<file path="config.mk">
export PLATFORM = sky130hd
export DESIGN_NAME = alu_iterative_exec_flat
export DESIGN_NICKNAME = d
export VERILOG_FILES = /design/src/rtl/alu_iterative_exec_pkg.sv /design/src/rtl/alu_iterative_exec_if.sv /design/src/rtl/alu_iterative_exec_shifter.sv /design/src/rtl/alu_iterative_exec.sv /design/src/flat_wrapper.sv
export SDC_FILE = /design/constraint.sdc
export NUM_CORES = 1
export LEC_CHECK = 0
export CORE_MARGIN = 2
export CORE_UTILIZATION = 40
export CTS_BUF_LIST = sky130_fd_sc_hd__clkbuf_16
export CTS_CLUSTER_DIAMETER = 200
export CTS_CLUSTER_SIZE = 12
export DETAILED_ROUTE_END_ITERATION = 16
export PLACE_DENSITY = 0.65
export SLEW_MARGIN = 15
export SYNTH_ARGS = -nofsm -noshare
export SYNTH_HDL_FRONTEND = slang
export SYNTH_HIERARCHICAL = 1
export SYNTH_SLANG_ARGS = --single-unit
</file>
<file path="constraint.sdc">
create_clock -name clk_i -period 3.3 [get_ports clk_i]
set_input_delay 0.33 -clock clk_i [delete_from_list [all_inputs] [get_ports clk_i]]
set_output_delay 0.33 -clock clk_i [all_outputs]
set_load 0.005 [all_outputs]
</file>
<file path="src/rtl/alu_iterative_exec_pkg.sv">
`default_nettype none
// ============================================================================
// Module      : alu_pkg
// Description : Shared definitions for the iterative execute-stage ALU:
//               ALU control codes, FSM state encoding and the flag bundle.
//               Build option ALU_BARREL_SHIFT_EN selects combinational shifts.
// Revision    : 1.0 - initial release
// ============================================================================
package alu_pkg;

    // ALU control codes as produced by the ALU decoder
    localparam logic [3:0] ALU_ADD  = 4'b0000;
    localparam logic [3:0] ALU_SUB  = 4'b0001;
    localparam logic [3:0] ALU_AND  = 4'b0010;
    localparam logic [3:0] ALU_OR   = 4'b0011;
    localparam logic [3:0] ALU_XOR  = 4'b0100;
    localparam logic [3:0] ALU_SLT  = 4'b0101;
    localparam logic [3:0] ALU_SLTU = 4'b0110;
    localparam logic [3:0] ALU_SLL  = 4'b0111;
    localparam logic [3:0] ALU_SRL  = 4'b1000;
    localparam logic [3:0] ALU_SRA  = 4'b1001;

    // Execution FSM states
    typedef enum logic [1:0] {
        STATE_IDLE  = 2'd0,
        STATE_SHIFT = 2'd1,
        STATE_DONE  = 2'd2
    } alu_state_e;

    // Result flags travelling with every result
    typedef struct packed {
        logic zero;
        logic neg;
        logic carry;
        logic overflow;
    } alu_flags_t;

    // True for the three shift operations
    function automatic logic alu_is_shift(input logic [3:0] ctrl);
        return (ctrl == ALU_SLL) || (ctrl == ALU_SRL) || (ctrl == ALU_SRA);
    endfunction

endpackage
`default_nettype wire

</file>
<file path="src/rtl/alu_iterative_exec_if.sv">
`default_nettype none
// ============================================================================
// Module      : alu_iterative_exec_if
// Description : Operand/result handshake bundle of the iterative ALU.
//               slave = ALU side, master = pipeline side.
//               Build option ALU_BARREL_SHIFT_EN does not change this bundle.
// Revision    : 1.0 - initial release
// ============================================================================
interface alu_iterative_exec_if #(
    parameter int WIDTH = 32
);
    logic             flush_i;
    logic             in_valid_i;
    logic             in_ready_o;
    logic [3:0]       alu_control_i;
    logic [WIDTH-1:0] src_a_i;
    logic [WIDTH-1:0] src_b_i;
    logic             out_valid_o;
    logic             out_ready_i;
    logic [WIDTH-1:0] result_o;
    logic             zero_o;
    logic             neg_o;
    logic             carry_o;
    logic             overflow_o;
    logic             busy_o;

    modport slave (
        input  flush_i, in_valid_i, alu_control_i, src_a_i, src_b_i, out_ready_i,
        output in_ready_o, out_valid_o, result_o, zero_o, neg_o, carry_o,
               overflow_o, busy_o
    );

    modport master (
        output flush_i, in_valid_i, alu_control_i, src_a_i, src_b_i, out_ready_i,
        input  in_ready_o, out_valid_o, result_o, zero_o, neg_o, carry_o,
               overflow_o, busy_o
    );
endinterface
`default_nettype wire

</file>
<file path="src/rtl/alu_iterative_exec_shifter.sv">
`default_nettype none
// ============================================================================
// Module      : alu_serial_shifter
// Description : One-bit-per-cycle shifter (SLL/SRL/SRA). i_start loads the
//               working register and a non-zero shift count; o_done flags the
//               cycle whose edge writes the final shift, with o_result being
//               that final value. Not instantiated under ALU_BARREL_SHIFT_EN.
// Revision    : 1.0 - initial release
// ============================================================================
module alu_serial_shifter
    import alu_pkg::*;
#(
    parameter int WIDTH   = 32,
    parameter int SHAMT_W = $clog2(WIDTH)
) (
    input  wire logic               clk,
    input  wire logic               rst_n,
    input  wire logic               i_flush,
    input  wire logic               i_start,
    input  wire logic [3:0]         i_op,
    input  wire logic [WIDTH-1:0]   i_data,
    input  wire logic [SHAMT_W-1:0] i_shamt,
    output logic                    o_done,
    output logic [WIDTH-1:0]        o_result
);

    logic [WIDTH-1:0]   r_work;
    logic [SHAMT_W-1:0] r_count;
    logic [3:0]         r_op;
    logic [WIDTH-1:0]   w_shifted;

    // Single-position shift with the fill bit chosen by the operation
    always_comb begin
        w_shifted = r_work;
        case (r_op)
            ALU_SLL: w_shifted = {r_work[WIDTH-2:0], 1'b0};
            ALU_SRL: w_shifted = {1'b0, r_work[WIDTH-1:1]};
            ALU_SRA: w_shifted = {r_work[WIDTH-1], r_work[WIDTH-1:1]};
            default: w_shifted = r_work;
        endcase
    end

    assign o_done   = (r_count == SHAMT_W'(1));
    assign o_result = w_shifted;

    // Load on start, then shift and count down until the counter empties
    always_ff @(posedge clk or negedge rst_n) begin
        if (!rst_n) begin
            r_work  <= '0;
            r_count <= '0;
            r_op    <= ALU_SLL;
        end else if (i_flush) begin
            r_count <= '0;
        end else if (i_start) begin
            r_work  <= i_data;
            r_count <= i_shamt;
            r_op    <= i_op;
        end else if (r_count != '0) begin
            r_work  <= w_shifted;
            r_count <= r_count - SHAMT_W'(1);
        end
    end

endmodule
`default_nettype wire

</file>
<file path="src/rtl/alu_iterative_exec.sv">
`default_nettype none
// ============================================================================
// Module      : alu_iterative_exec
// Description : Execute-stage ALU with valid/ready handshake. ADD/SUB/logic/
//               compare ops take one cycle; shifts run serially one bit per
//               cycle (latency shamt+1). Defining ALU_BARREL_SHIFT_EN makes
//               shifts combinational (latency 1) and removes the shifter.
// Revision    : 1.0 - initial release
// ============================================================================
module alu_iterative_exec
    import alu_pkg::*;
#(
    parameter int WIDTH   = 32,
    parameter int SHAMT_W = $clog2(WIDTH)
) (
    input  wire logic        clk_i,
    input  wire logic        reset_n_i,
    alu_iterative_exec_if.slave bus
);

    localparam logic [1:0] S_IDLE  = 2'(STATE_IDLE);
    localparam logic [1:0] S_SHIFT = 2'(STATE_SHIFT);
    localparam logic [1:0] S_DONE  = 2'(STATE_DONE);

    logic [1:0]         r_state;
    logic [WIDTH-1:0]   r_result;
    alu_flags_t         r_flags;

    logic [WIDTH-1:0]   w_a;
    logic [WIDTH-1:0]   w_b;
    logic [SHAMT_W-1:0] w_shamt;
    logic [WIDTH:0]     w_sum;
    logic [WIDTH:0]     w_diff;
    logic               w_slt;
    logic               w_sltu;
    logic [WIDTH-1:0]   w_res;
    alu_flags_t         w_flags;
    logic               w_known;
    logic               w_accept;
    logic               w_go_serial;

    assign w_a     = bus.src_a_i;
    assign w_b     = bus.src_b_i;
    assign w_shamt = bus.src_b_i[SHAMT_W-1:0];

    // Carry and overflow come from a WIDTH+1-bit add; SUB adds ~b + 1
    assign w_sum  = {1'b0, w_a} + {1'b0, w_b};
    assign w_diff = {1'b0, w_a} + {1'b0, ~w_b} + {{WIDTH{1'b0}}, 1'b1};
    assign w_slt  = ($signed(w_a) < $signed(w_b));
    assign w_sltu = (w_a < w_b);

    // Single-cycle result and flags for the op presented in IDLE
    always_comb begin
        w_res   = '0;
        w_flags = '0;
        w_known = 1'b1;
        case (bus.alu_control_i)
            ALU_ADD: begin
                w_res            = w_sum[WIDTH-1:0];
                w_flags.carry    = w_sum[WIDTH];
                w_flags.overflow = (w_a[WIDTH-1] == w_b[WIDTH-1]) &&
                                   (w_sum[WIDTH-1] != w_a[WIDTH-1]);
            end
            ALU_SUB: begin
                w_res            = w_diff[WIDTH-1:0];
                w_flags.carry    = w_diff[WIDTH];
                w_flags.overflow = (w_a[WIDTH-1] != w_b[WIDTH-1]) &&
                                   (w_diff[WIDTH-1] != w_a[WIDTH-1]);
            end
            ALU_AND:  w_res = w_a & w_b;
            ALU_OR:   w_res = w_a | w_b;
            ALU_XOR:  w_res = w_a ^ w_b;
            ALU_SLT:  w_res = {{(WIDTH-1){1'b0}}, w_slt};
            ALU_SLTU: w_res = {{(WIDTH-1){1'b0}}, w_sltu};
`ifdef ALU_BARREL_SHIFT_EN
            ALU_SLL:  w_res = w_a << w_shamt;
            ALU_SRL:  w_res = w_a >> w_shamt;
            ALU_SRA:  w_res = $unsigned($signed(w_a) >>> w_shamt);
`else
            // Only reached with shamt == 0; non-zero amounts go serial
            ALU_SLL, ALU_SRL, ALU_SRA: w_res = w_a;
`endif
            default: w_known = 1'b0;
        endcase
        if (w_known) begin
            w_flags.zero = (w_res == '0);
            w_flags.neg  = w_res[WIDTH-1];
        end
    end

    assign w_accept = (r_state == S_IDLE) && bus.in_valid_i && !bus.flush_i;

`ifdef ALU_BARREL_SHIFT_EN
    assign w_go_serial = 1'b0;
`else
    logic             w_sh_done;
    logic [WIDTH-1:0] w_sh_result;

    assign w_go_serial = alu_is_shift(bus.alu_control_i) && (w_shamt != '0);

    alu_serial_shifter #(
        .WIDTH   (WIDTH),
        .SHAMT_W (SHAMT_W)
    ) u_shifter (
        .clk      (clk_i),
        .rst_n    (reset_n_i),
        .i_flush  (bus.flush_i),
        .i_start  (w_accept && w_go_serial),
        .i_op     (bus.alu_control_i),
        .i_data   (w_a),
        .i_shamt  (w_shamt),
        .o_done   (w_sh_done),
        .o_result (w_sh_result)
    );
`endif

    // Control FSM; flush overrides everything except reset
    always_ff @(posedge clk_i or negedge reset_n_i) begin
        if (!reset_n_i) begin
            r_state  <= S_IDLE;
            r_result <= '0;
            r_flags  <= '0;
        end else if (bus.flush_i) begin
            r_state  <= S_IDLE;
        end else begin
            case (r_state)
                S_IDLE: begin
                    if (w_accept) begin
                        if (w_go_serial) begin
                            r_state <= S_SHIFT;
                        end else begin
                            r_state  <= S_DONE;
                            r_result <= w_res;
                            r_flags  <= w_flags;
                        end
                    end
                end
`ifndef ALU_BARREL_SHIFT_EN
                S_SHIFT: begin
                    if (w_sh_done) begin
                        r_state        <= S_DONE;
                        r_result       <= w_sh_result;
                        r_flags        <= '0;
                        r_flags.zero   <= (w_sh_result == '0);
                        r_flags.neg    <= w_sh_result[WIDTH-1];
                    end
                end
`endif
                S_DONE: begin
                    if (bus.out_ready_i) begin
                        r_state <= S_IDLE;
                    end
                end
                default: r_state <= S_IDLE;
            endcase
        end
    end

    assign bus.in_ready_o  = (r_state == S_IDLE);
    assign bus.out_valid_o = (r_state == S_DONE);
    assign bus.busy_o      = (r_state != S_IDLE);
    assign bus.result_o    = r_result;
    assign bus.zero_o      = r_flags.zero;
    assign bus.neg_o       = r_flags.neg;
    assign bus.carry_o     = r_flags.carry;
    assign bus.overflow_o  = r_flags.overflow;

endmodule
`default_nettype wire
</file>
<file path="src/flat_wrapper.sv">
// flat-port wrapper written by rule: the top's interface ports become plain ports
module alu_iterative_exec_flat import alu_pkg::*;
#(
    parameter int WIDTH   = 32,
    parameter int SHAMT_W = $clog2(WIDTH)
)
  (clk_i, reset_n_i, bus_flush_i, bus_in_valid_i, bus_alu_control_i, bus_src_a_i, bus_src_b_i, bus_out_ready_i, bus_in_ready_o, bus_out_valid_o, bus_result_o, bus_zero_o, bus_neg_o, bus_carry_o, bus_overflow_o, bus_busy_o);
  alu_iterative_exec_if #(.WIDTH(WIDTH)) bus_i ();
  input  wire logic clk_i;
  input  wire logic reset_n_i;
  input wire logic [$bits(bus_i.flush_i)-1:0] bus_flush_i;
  input wire logic [$bits(bus_i.in_valid_i)-1:0] bus_in_valid_i;
  input wire logic [$bits(bus_i.alu_control_i)-1:0] bus_alu_control_i;
  input wire logic [$bits(bus_i.src_a_i)-1:0] bus_src_a_i;
  input wire logic [$bits(bus_i.src_b_i)-1:0] bus_src_b_i;
  input wire logic [$bits(bus_i.out_ready_i)-1:0] bus_out_ready_i;
  output wire logic [$bits(bus_i.in_ready_o)-1:0] bus_in_ready_o;
  output wire logic [$bits(bus_i.out_valid_o)-1:0] bus_out_valid_o;
  output wire logic [$bits(bus_i.result_o)-1:0] bus_result_o;
  output wire logic [$bits(bus_i.zero_o)-1:0] bus_zero_o;
  output wire logic [$bits(bus_i.neg_o)-1:0] bus_neg_o;
  output wire logic [$bits(bus_i.carry_o)-1:0] bus_carry_o;
  output wire logic [$bits(bus_i.overflow_o)-1:0] bus_overflow_o;
  output wire logic [$bits(bus_i.busy_o)-1:0] bus_busy_o;
  assign bus_i.flush_i = bus_flush_i;
  assign bus_i.in_valid_i = bus_in_valid_i;
  assign bus_i.alu_control_i = bus_alu_control_i;
  assign bus_i.src_a_i = bus_src_a_i;
  assign bus_i.src_b_i = bus_src_b_i;
  assign bus_i.out_ready_i = bus_out_ready_i;
  assign bus_in_ready_o = bus_i.in_ready_o;
  assign bus_out_valid_o = bus_i.out_valid_o;
  assign bus_result_o = bus_i.result_o;
  assign bus_zero_o = bus_i.zero_o;
  assign bus_neg_o = bus_i.neg_o;
  assign bus_carry_o = bus_i.carry_o;
  assign bus_overflow_o = bus_i.overflow_o;
  assign bus_busy_o = bus_i.busy_o;
  alu_iterative_exec #(.WIDTH(WIDTH), .SHAMT_W(SHAMT_W)) u_core (.clk_i(clk_i), .reset_n_i(reset_n_i), .bus(bus_i));
endmodule
</file>
==> reports/qor.csv, run 1 <==
stage,metric,value,unit
run_status,status,completed,
drt,viasPerCell,6.060,
placement,portBuffers,111,
global_route,grt_pass1_wl,69750,um
cells_and_area,drive_gt1_share,34.82,%
setup_path,crit_slowest_cell,clkdlybuf4s50_1,
logic_synthesis,syn_avg_cell_area,7.441,sq um
cells_and_area,area_delta_synth_final,55.43,%
global_route,grt_use_total,33.08,%
logic_synthesis,synthSimpleGateAreaFrac,21.08,%
cells_and_area,area.sequential,1981,sq um
setup_path,crit_path_end_kind,flip-flop,
clock_network,cts-buffers-inserted,9,
sta,setup_viol,0,
sta,slew_headroom,32.18,%
drt,firstDrtPassIters,6,
clock_network,clk_latency,0.34,ns
logic_synthesis,synth.yosys.warnings,6,
setup_path,path_class,in -> reg,
global_route,grt_max_degree,80,
sta,setup_ws,0.05835,ns
power_and_ir_drop,power.density,395.8,nW/um^2
logic_synthesis,synth_top_family_by_area,compound AO/OA/AOI/OAI gates,
logic_synthesis,synth_xor_xnor_area_share,0.8511,%
setup_path,timing.rr.start,u_core/r_state[0]$_DFFE_PN0P_,
floorplanning,die_h,164.4,um
setup_path,worst-path-buf-inv,5,
worst_hold_path,holdCritPathClass,in -> async,
clock_network,ctsHtreeMaxLevel,3,
cells_and_area,fill_cells,2258,
logic_synthesis,synthMuxAreaShare,1.119,%
logic_synthesis,ys_ff_latch,79,
cells_and_area,design_area,16000,sq um
power_and_ir_drop,vdd_drop_max,458.6,uV
sta,finalCritPeriodShare,98.23,%
floorplanning,die_x,164.4,um
setup_path,cp_max_fo,4,
sta,fin_crit,3.242,ns
placement,pre_cts_slack,-0.8097,ns
sta,drv_slew,0,
placement,place.gp.congestion,1.022,
logic_synthesis,netlist_instances,1383,
logic_synthesis,ys_seq_area_share,19.25,%
logic_synthesis,synth_nets,1573,
logic_synthesis,synth_flop_cell,dfrtp_1,
logic_synthesis,synth.distinct_cells,98,
setup_path,path_cells,clkdlybuf4s50_1 > inv_1 > ha_4 > inv_2 > o211ai_1 > buf_4 > a21boi_4 > buf_4 > nor4b_1 > a21oi_1 > a2111o_1 > o21ai_2 > o21bai_1 > a211oi_2 > o21ai_1 > a21o_1,
setup_path,start_kind,input pin,
placement,dp_hpwl,35860,um
drt,via_count,13170,
drt,route.detailed.drc,0,
clock_network,clk_pin_slew,0.06,ns
clock_network,cts_tree,done,
sta,hold_ws,0.1404,ns
global_route,grt-ovfl-total,0,
sta,rsz0062_at_grt,yes,
sta,max_freq,0.3085,GHz
setup_path,slowest_delay,0.47,ns
clock_network,clock_path_buffers,2,
floorplanning,dieArea,27030,sq um
clock_network,hold_buffers,0,
clock_network,cts.sinks,79,
logic_synthesis,synth-compound-area-share,35.54,%
global_route,grt_pass1_vias,12540,
sta,hold_viol_final,0,
job,max_cap_violations,0,
cells_and_area,multi_input_area,8433,sq um
logic_synthesis,syn_area,10290,sq um
setup_path,crit_top_cell,buf_4,
setup_path,critPathLaunch,bus_src_a_i[14],
drt,ant_nets,0,
logic_synthesis,synthAdderAreaFrac,14.37,%
floorplanning,initial_core_util,40.75,%
power_and_ir_drop,leakage,7.538,nW
cells_and_area,fin_util,63.34,%
drt,routed_wl,45700,um
floorplanning,core,25250,sq um
setup_path,critical_path_arrival,3.47,ns
drt,route.detailed.wl_per_inst,21.02,um
power_and_ir_drop,total_power,0.006332,W
setup_path,crit_required,3.53,ns
sta,worst_pin_slew,1.017,ns
logic_synthesis,synth-edff-count,0,
setup_path,critPathTopFamily,compound AO/OA/AOI/OAI gates,
floorplanning,io_pins,112,
drt,drt_iter0_drc,1704,
placement,place_area,14470,sq um
clock_network,cts-root-buf,clkbuf_16,
cells_and_area,diodes,0,
cells_and_area,nNetsFinal,2030,
logic_synthesis,async_flop_share,100.0,%
global_route,antenna_found_initial,0,
sta,skew,0.008221,ns
floorplanning,std_cell_rows,58,
-- registers in the layout (all words and copies together), names as in the netlist --
register / count
u_core/bus.carry_o: 1
u_core/bus.neg_o: 1
u_core/bus.overflow_o: 1
u_core/bus.result_o: 32
u_core/bus.zero_o: 1
u_core/r_state: 2
u_core/u_shifter/r_count: 5
u_core/u_shifter/r_op: 4
u_core/u_shifter/r_work: 32
-- cells in the final DEF (no fill, tap or decap), types with 16 or more instances in the layout --
| cell | n |
|---|---|
| dlymetal6s2s_1 | 19 |
| a221o_1 | 21 |
| dlygate4sd2_1 | 17 |
| buf_4 | 398 |
| ha_4 | 26 |
| o21ai_0 | 78 |
| o211ai_1 | 17 |
| nor2b_1 | 16 |
| inv_1 | 78 |
| a21o_1 | 19 |
| nor3_1 | 33 |
| a21oi_2 | 17 |
| nand2_1 | 153 |
| ha_1 | 83 |
| nand3_1 | 27 |
| clkdlybuf4s50_1 | 63 |
| a21oi_1 | 83 |
| dfrtp_1 | 76 |
| nor2_1 | 97 |
| a22o_1 | 26 |
| buf_6 | 18 |
| inv_2 | 37 |
| a22oi_1 | 55 |
| a211oi_1 | 17 |
-- per-stage QoR --
step | instances | setup TNS (ns)
finish | 2174 | 0
global route | 2174 | -0.09381
CTS | 2164 | -0.02026
detailed placement | 2123 | -12.19
global placement | 2123 | -11.01
floorplan | 1383 | 0
-- routing by layer --
layer	wire length [um]	track usage, %	share of wire, %
met1	19860	46.94	43
met2	20580	52.97	45
met3	3898	3.340	8.5
met4	1363	10.20	3.0
met5	0	0	0
-- repair_timing --
item                                   4_1_cts  5_1_grt
setup buffers                               27       10
gates resized for setup                    146      133
endpoints found under the hold margin        0        0
pin swaps                                   43       55
setup endpoints to repair                   19       16
-- final timing paths --
check / slack, ns / cells past startpoint / endpoint
max: 0.06 / 16 / u_core/bus.result_o[31]$_DFFE_PN0P_
min: 0.14 / 1 / u_core/r_state[0]$_DFFE_PN0P_
max reg2reg: 0.34 / 11 / u_core/bus.zero_o$_DFFE_PN0P_
min reg2reg: 0.48 / 2 / u_core/bus.result_o[2]$_DFFE_PN0P_
max in group asynchronous: 2.48 / 1 / u_core/bus.result_o[18]$_DFFE_PN0P_
min in group clk_i: 0.38 / 2 / u_core/u_shifter/r_op[1]$_DFFE_PN1P_
-- cell usage after synthesis (21+ instances only) --
master	number	area share (%)
nand3_1	28	1.4
nor3_1	39	1.9
nor2_1	106	3.9
a211oi_1	26	1.9
a22o_1	26	2.2
nand2_1	157	5.7
a221o_1	21	2.0
ha_1	115	14
a21oi_1	102	5.0
dfrtp_1	76	18
a22oi_1	55	4.0
inv_1	112	4.1
clkbuf_1	64	2.3
o21ai_0	82	4.0
-- worst register-to-register path, stage by stage (launching register included) --
cell and delay (ns):
dfrtp_1 0.43, or2_1 0.29, nor3b_1 0.36, and3_1 0.26, and3_1 0.16, and4b_1 0.23, nand4_1 0.14, nor4_2 0.27
nand4_1 0.18, nor4_1 0.26, nand4_1 0.15, o21ai_1 0.15
-- power by group --
| group | internal, W | switching, W |
|---|---|---|
| logic | 0.00172 | 0.00186 |
| registers | 0.00131 | 0.000375 |
| clock network | 0.000657 | 0.000407 |
| total | 0.00369 | 0.00264 |
-- final cells by class --
class	instances	share of cell area [%]
well taps	330	2.581
clock buffers	9	1.408
repair buffers	533	27.59
inverters	117	2.777
flip-flops and latches	79	12.38
clock inverters	6	0.5397
multi-input cells	1100	52.72
-- logic make-up (layout without fill, tap and decap cells) --
| family | count (synthesis) | after routing |
|---|---|---|
| compound gates | 515 | 515 |
| xor+xnor | 10 | 10 |
| fa+ha+maj | 117 | 117 |
| buf+inv | 204 | 665 |
| flops | 79 | 79 |
| mux | 11 | 11 |
| simple gates | 447 | 447 |
No activity file was read; power rests on OpenSTA's default activity.
==> inputs of run 2 (changes only) <==
--- a/config.mk
+++ b/config.mk
@@ -6,12 +6,12 @@
 export NUM_CORES = 1
 export LEC_CHECK = 0
 export CORE_MARGIN = 2
-export CORE_UTILIZATION = 40
-export CTS_BUF_LIST = sky130_fd_sc_hd__clkbuf_16
+export CORE_UTILIZATION = 35
+export CTS_BUF_LIST = sky130_fd_sc_hd__clkbuf_8
 export CTS_CLUSTER_DIAMETER = 200
 export CTS_CLUSTER_SIZE = 12
 export DETAILED_ROUTE_END_ITERATION = 16
-export PLACE_DENSITY = 0.65
+export PLACE_DENSITY = 0.59
 export SLEW_MARGIN = 15
 export SYNTH_ARGS = -nofsm -noshare
 export SYNTH_HDL_FRONTEND = slang
==> run 2 against run 1 <==
Sequential share of layout area increased by 0.11 points; via count decreased by 2.8%; die area increased by 14%.
==> reports/qor.csv, run 2 (synthesized netlist as in run 1, its figures left out) <==
stage,metric,value,unit,change
run_status,status,completed,,
cells_and_area,design_area,15860,sq um,-0.87%
floorplanning,dieArea,30790,sq um,+14%
placement,portBuffers,111,,unchanged
cells_and_area,drive_gt1_share,34.34,%,-0.47 points
floorplanning,std_cell_rows,62,,+6.9%
cells_and_area,nNetsFinal,2031,,+0.049%
sta,worst_pin_slew,1.018,ns,+0.0003288 ns
sta,max_freq,0.3082,GHz,about the same
cells_and_area,final_cell_mix,"408 x buf_4, 152 x nand2_1, 95 x nor2_1",,
setup_path,cp_max_fo,12,,+8
clock_network,cts-root-buf,clkbuf_8,,
drt,routed_wl,45260,um,-0.95%
global_route,grt_use_total,28.37,%,-4.7 points
clock_network,cts_tree,done,,
floorplanning,die_x,175.5,um,+6.7%
power_and_ir_drop,vdd_drop_max,197.4,uV,-57%
drt,viasPerCell,5.739,,-5.3%
drt,firstDrtPassIters,7,,+1
sta,setup_viol,0,,unchanged
job,max_cap_violations,0,,unchanged
placement,dp_hpwl,36190,um,+0.92%
sta,setup_tns,0,ns,unchanged
sta,slew_headroom,32.16,%,about the same
setup_path,worst-path-buf-inv,3,,-2
sta,setup_ws,0.05582,ns,-0.002533 ns
global_route,grt-ovfl-total,0,,unchanged
clock_network,clk_latency,0.36,ns,+0.02 ns
setup_path,path_class,in -> reg,,
setup_path,crit_top_cell,nand4_1,,
clock_network,cts.sinks,79,,unchanged
setup_path,path_cells,clkdlybuf4s50_1 > nand4b_1 > nand2_4 > buf_6 > buf_4 > a221o_1 > o21bai_1 > o31ai_1 > o211ai_1 > nor4_2 > nand4_1 > nor4_1 > nand4_1 > o21ai_1,,
setup_path,timing.rr.start,u_core/r_state[0]$_DFFE_PN0P_,,
cells_and_area,mostFrequentLayoutCell,buf_4,,
placement,placedCellCount,2182,,+2.8%
setup_path,start_kind,input pin,,
clock_network,ctsHtreeMaxLevel,3,,unchanged
sta,drv_slew,0,,unchanged
setup_path,critical_path_arrival,3.53,ns,+0.06 ns
drt,via_count,12800,,-2.8%
drt,ant_nets,0,,unchanged
power_and_ir_drop,power.density,371.3,nW/um^2,-6.2%
global_route,grt_pass1_wl,68660,um,-1.6%
floorplanning,io_pins,112,,unchanged
clock_network,cts-buffers-inserted,9,,unchanged
placement,place.gp.congestion,0.9874,,-3.4%
cells_and_area,area_delta_synth_final,54.08,%,
power_and_ir_drop,leakage,7.476,nW,-0.82%
global_route,antenna_found_initial,0,,unchanged
setup_path,crit_slowest_cell,clkdlybuf4s50_1,,
drt,route.detailed.drc,0,,unchanged
setup_path,critPathTopFamily,simple AND/OR/NAND/NOR gates,,
sta,fin_crit,3.244,ns,+0.002533 ns
setup_path,critPathLaunch,bus_alu_control_i[3],,
setup_path,crit_path_end_kind,flip-flop,,
cells_and_area,diodes,0,,unchanged
floorplanning,core,28860,sq um,+14%
floorplanning,die_h,175.5,um,+6.7%
sta,skew,0.01173,ns,+0.003510 ns
drt,drt_iter0_drc,1381,,-19%
sta,hold_viol_final,0,,unchanged
placement,place_area,14510,sq um,+0.29%
drt,route.detailed.wl_per_inst,20.30,um,-3.4%
cells_and_area,final_cells,2230,,+2.6%
setup_path,crit_required,3.59,ns,+0.06 ns
placement,pre_cts_slack,-0.8659,ns,-0.05617 ns
sta,finalCritPeriodShare,98.31,%,about the same
setup_path,slowest_delay,0.51,ns,+0.04 ns
worst_hold_path,holdCritPathClass,in -> async,,
global_route,grt_pass1_vias,12190,,-2.8%
floorplanning,initial_core_util,35.66,%,-5.1 points
clock_network,clock_path_buffers,2,,unchanged
clock_network,clk_pin_slew,0.08,ns,+0.02 ns
global_route,grt_max_degree,80,,unchanged
## run 2: cell types whose count changed in the layout (fill, tap and decap cells not counted), sizes merged
| cell | delta |
|---|---|
| dlygate4sd2 | -7 |
| clkdlybuf4s50 | +1 |
| dlymetal6s2s | +4 |
| buf | -1 |
| clkinv | -1 |
| inv | +2 |
| clkdlybuf4s15 | +1 |
| bufinv | -2 |
| clkbuf | +5 |
## run 2: metrics by stage
step | util (%) | hold WS (ns) | power [W]
2_1_floorplan | - | 0.03441 | 0.003327
3_3_place_gp | 50.27 | 0.4604 | 0.004876
3_5_place_dp | 50.27 | 0.4656 | 0.004914
4_1_cts | 52.54 | 0.1680 | 0.005683
5_1_grt | 54.95 | 0.2106 | 0.006258
6_report | 54.95 | 0.1361 | 0.005887
## run 2: timing repair
item                                    4_1_cts  5_1_grt
pin swaps                                    36       60
endpoints found under the setup margin       19       19
gates resized for setup                     116      166
hold buffers                                  0        0
buffers inserted                             13       19
## run 2: final timing paths
kind                                                                end  slack (ns)  cells past startpoint
worst min register to register       u_core/bus.result_o[2]$_DFFE_PN0P_        0.47                      2
min in group clk_i               u_core/u_shifter/r_work[2]$_DFFE_PN0P_        0.36                      3
worst min-delay path                      u_core/r_state[0]$_DFFE_PN0P_        0.14                      1
max in group asynchronous       u_core/u_shifter/r_work[25]$_DFFE_PN0P_        2.50                      1
worst max register to register            u_core/bus.zero_o$_DFFE_PN0P_        0.46                     12
worst max-delay path                      u_core/bus.zero_o$_DFFE_PN0P_        0.06                     14
## run 2: worst reg2reg max path: cells and delay by family (launching register included)
kind                   cells  cell delay, ns
AOI/OAI and AO/OA          1            0.16
buffers and inverters      1            0.15
DFF                        1            0.44
and+or+nand+nor           10            2.03
## run 2: final cells by class
| class | count | area (sq um) |
|---|---|---|
| Clock buffer | 11 | 151.4 |
| Clock inverter | 5 | 25.02 |
| Fill cell | 2757 | 13000 |
| Inverter | 117 | 446.7 |
| Multi-Input combinational cell | 1100 | 8399 |
| Sequential cell | 79 | 1981 |
| Tap cell | 384 | 480.5 |
| Timing Repair Buffer | 534 | 4373 |
## run 2: layer usage
layer | track usage, % | part of all wire (%) | vias to the layer above
met5 | 0 | 0 | -
met4 | 7.679 | 2.8 | 0
met3 | 4.048 | 8.0 | 86
met2 | 44.83 | 44 | 592
met1 | 40.39 | 45 | 6081
li1 | - | - | 6040
## run 2: power by group
group          switching (W)  leakage [nW]  internal (W)
clock               0.000358        0.0977      0.000307
combinational        0.00183          6.36       0.00171
sequential          0.000369          1.01       0.00131
==> inputs of run 3 (changes only) <==
--- a/config.mk
+++ b/config.mk
@@ -11,7 +11,7 @@
 export CTS_CLUSTER_DIAMETER = 200
 export CTS_CLUSTER_SIZE = 12
 export DETAILED_ROUTE_END_ITERATION = 16
-export PLACE_DENSITY = 0.59
+export PLACE_DENSITY = 0.56
 export SLEW_MARGIN = 15
 export SYNTH_ARGS = -nofsm -noshare
 export SYNTH_HDL_FRONTEND = slang
==> run 3 against run 2 <==
Combinational power about the same; final cell count up 0.90%; critical path depth unchanged; power decreased by 0.29%; register-to-register slack about the same; hold slack got worse by 0.029 ns; utilization grew 0.36 points; sequential power about the same; routed wire length is 0.53% higher; flip-flop and latch count did not move; via count rose by 1.0%; critical path type unchanged; highest routed layer unchanged.
==> reports/qor.csv, run 3 (synthesized netlist as in run 1, its figures left out) <==
stage,metric,value,unit,change
run_status,status,completed,,
sta,worst_pin_slew,1.023,ns,+0.004973 ns
drt,ant_nets,0,,unchanged
worst_hold_path,holdCritPathClass,in -> async,,
drt,via_count,12930,,+1.0%
drt,route.detailed.wl_per_inst,20.22,um,-0.37%
setup_path,cp_max_fo,4,,-8
drt,routed_wl,45500,um,+0.53%
setup_path,path_class,in -> reg,,
job,max_cap_violations,0,,unchanged
drt,firstDrtPassIters,6,,-1
clock_network,cts_tree,done,,
cells_and_area,drive_gt1_share,34.94,%,+0.60 points
placement,portBuffers,111,,unchanged
sta,slew_headroom,31.82,%,-0.33 points
drt,viasPerCell,5.748,,+0.15%
sta,fin_crit,3.195,ns,-0.04903 ns
power_and_ir_drop,p_switching,0.002576,W,+0.73%
global_route,antenna_found_initial,1,,+1
clock_network,cts.sinks,79,,unchanged
power_and_ir_drop,power.density,367.8,nW/um^2,-0.93%
power_and_ir_drop,internal_power,0.003294,W,-1.1%
sta,max_freq,0.3130,GHz,+1.5%
power_and_ir_drop,leakage,7.483,nW,about the same
setup_path,crit_required,3.56,ns,-0.03 ns
cells_and_area,nNetsFinal,2051,,+0.98%
floorplanning,core,28860,sq um,unchanged
power_and_ir_drop,netSwitchingFraction,43.89,%,+0.44 points
power_and_ir_drop,share_comb_of_total_power,60.4,%,+0.2 points
power_and_ir_drop,seqPwrFrac,28.6,%,about the same
global_route,grt_pass1_vias,12450,,+2.1%
floorplanning,dieArea,30790,sq um,unchanged
sta,skew,0.01559,ns,+0.003861 ns
global_route,grt_pass1_wl,69850,um,+1.7%
power_and_ir_drop,total_power,0.005870,W,-0.29%
clock_network,cts-buffers-inserted,9,,unchanged
clock_network,clock_path_buffers,2,,unchanged
cells_and_area,final_cell_mix,"427 x buf_4, 153 x nand2_1, 98 x nor2_1",,
sta,setup_viol,0,,unchanged
drt,route.detailed.drc,0,,unchanged
cells_and_area,area_delta_synth_final,55.08,%,
clock_network,ctsHtreeMaxLevel,3,,unchanged
floorplanning,initial_core_util,35.66,%,unchanged
cells_and_area,mostFrequentLayoutCell,buf_4,,
global_route,grt_max_degree,80,,unchanged
clock_network,clk_latency,0.38,ns,+0.02 ns
cells_and_area,design_area,15960,sq um,+0.65%
clock_network,hold_buffers,0,,unchanged
drt,drt_iter0_drc,1353,,-2.0%
clock_network,cts-root-buf,clkbuf_8,,
floorplanning,std_cell_rows,62,,unchanged
placement,place.gp.congestion,1.002,,+1.4%
cells_and_area,final_cells,2250,,+0.90%
setup_path,critical_path_arrival,3.45,ns,-0.08 ns
placement,placedCellCount,2211,,+1.3%
placement,dp_hpwl,36470,um,+0.75%
setup_path,start_kind,input pin,,
clock_network,clk_pin_slew,0.08,ns,about the same
floorplanning,die_h,175.5,um,unchanged
sta,finalCritPeriodShare,96.82,%,-1.5 points
floorplanning,die_x,175.5,um,unchanged
global_route,grt_use_total,28.78,%,+0.40 points
sta,hold_ws,0.1068,ns,-0.02937 ns
sta,hold_viol_final,0,,unchanged
floorplanning,io_pins,112,,unchanged
global_route,grt-ovfl-total,0,,unchanged
cells_and_area,diodes,0,,unchanged
setup_path,crit_path_end_kind,flip-flop,,
placement,place_area,14750,sq um,+1.7%
sta,drv_slew,0,,unchanged
power_and_ir_drop,vdd_drop_max,245.9,uV,+25%
power_and_ir_drop,p_clk_share,11.0,%,-0.3 points
-- run 3: cell types whose count changed in the layout (fill, tap and decap cells not counted), moves of 4 or more --
cell / change
inv_1: -4
buf_2: +4
buf_4: +19
dlymetal6s2s_1: -7
nor2_2: -4
inv_2: +5
ha_1: -4
dlygate4sd2_1: +7
-- run 3: power by group through the flow --
stage / clock network, W / logic [W] / registers, W
2_1_floorplan: 0 / 0.00175 / 0.00158
3_3_place_gp: 0 / 0.00325 / 0.00167
3_5_place_dp: 0 / 0.00328 / 0.00167
4_1_cts: 0.000657 / 0.00339 / 0.00166
5_1_grt: 0.000696 / 0.00383 / 0.00171
6_report: 0.000646 / 0.00355 / 0.00168
-- run 3: worst max-delay path, stage by stage --
cell             delay [ns]
clkdlybuf4s50_1        0.54
buf_4                  0.19
ha_1                   0.24
a21oi_1                0.11
o31ai_1                0.69
nor4b_4                0.10
a21oi_2                0.20
a2111o_1               0.17
o21ai_2                0.07
a21o_1                 0.19
a211oi_2               0.20
buf_4                  0.15
o21ai_1                0.08
a21o_1                 0.18
-- run 3: layout make-up --
type,instances,area (sq um)
Inverter,117,440.4
Clock buffer,9,123.9
Fill cell,2744,12900
Timing Repair Buffer,554,4506
Clock inverter,7,41.29
Multi-Input combinational cell,1100,8387
Tap cell,384,480.5
Sequential cell,79,1981
-- run 3: final timing paths --
| path | from | to | slack (ns) | cells after the start |
|---|---|---|---|---|
| worst max-delay path | bus_src_a_i[23] | u_core/bus.result_o[31]$_DFFE_PN0P_ | 0.10 | 14 |
| worst min-delay path | reset_n_i | u_core/bus.result_o[2]$_DFFE_PN0P_ | 0.11 | 1 |
| worst max register to register | u_core/r_state[0]$_DFFE_PN0P_ | u_core/bus.zero_o$_DFFE_PN0P_ | 0.46 | 11 |
| worst min register to register | u_core/bus.overflow_o$_DFFE_PN0P_ | u_core/bus.overflow_o$_DFFE_PN0P_ | 0.48 | 2 |
| max in group asynchronous | reset_n_i | u_core/bus.result_o[0]$_DFFE_PN0P_ | 2.50 | 1 |
| min in group clk_i | bus_src_b_i[4] | u_core/u_shifter/r_count[4]$_DFFE_PN0P_ | 0.36 | 4 |
-- run 3: timing repair --
item,4_1_cts,5_1_grt
pin swaps,34,54
buffers inserted,10,13
gates resized for setup,125,139
setup endpoints to repair,17,13
-- run 3: per-layer routing --
metal  GRT usage, %  share of wire (%)  vias up
met2          45.32                 45      606
met3          3.918                7.6       76
met4          8.747                2.4        0
met1          40.81                 45     6161
li1               -                  -     6090
met5              0                  0        -
-- run 3: per-stage QoR --
stage	TNS, ns	utilization [%]	worst slack [ns]
detailed placement	-11.71	51.11	-0.7798
global placement	-10.58	51.11	-0.7199
finish	0	55.30	0.1049
CTS	-0.004119	53.40	-0.004119
global route	-0.009821	55.30	-0.009821
floorplan	0	-	0.04161
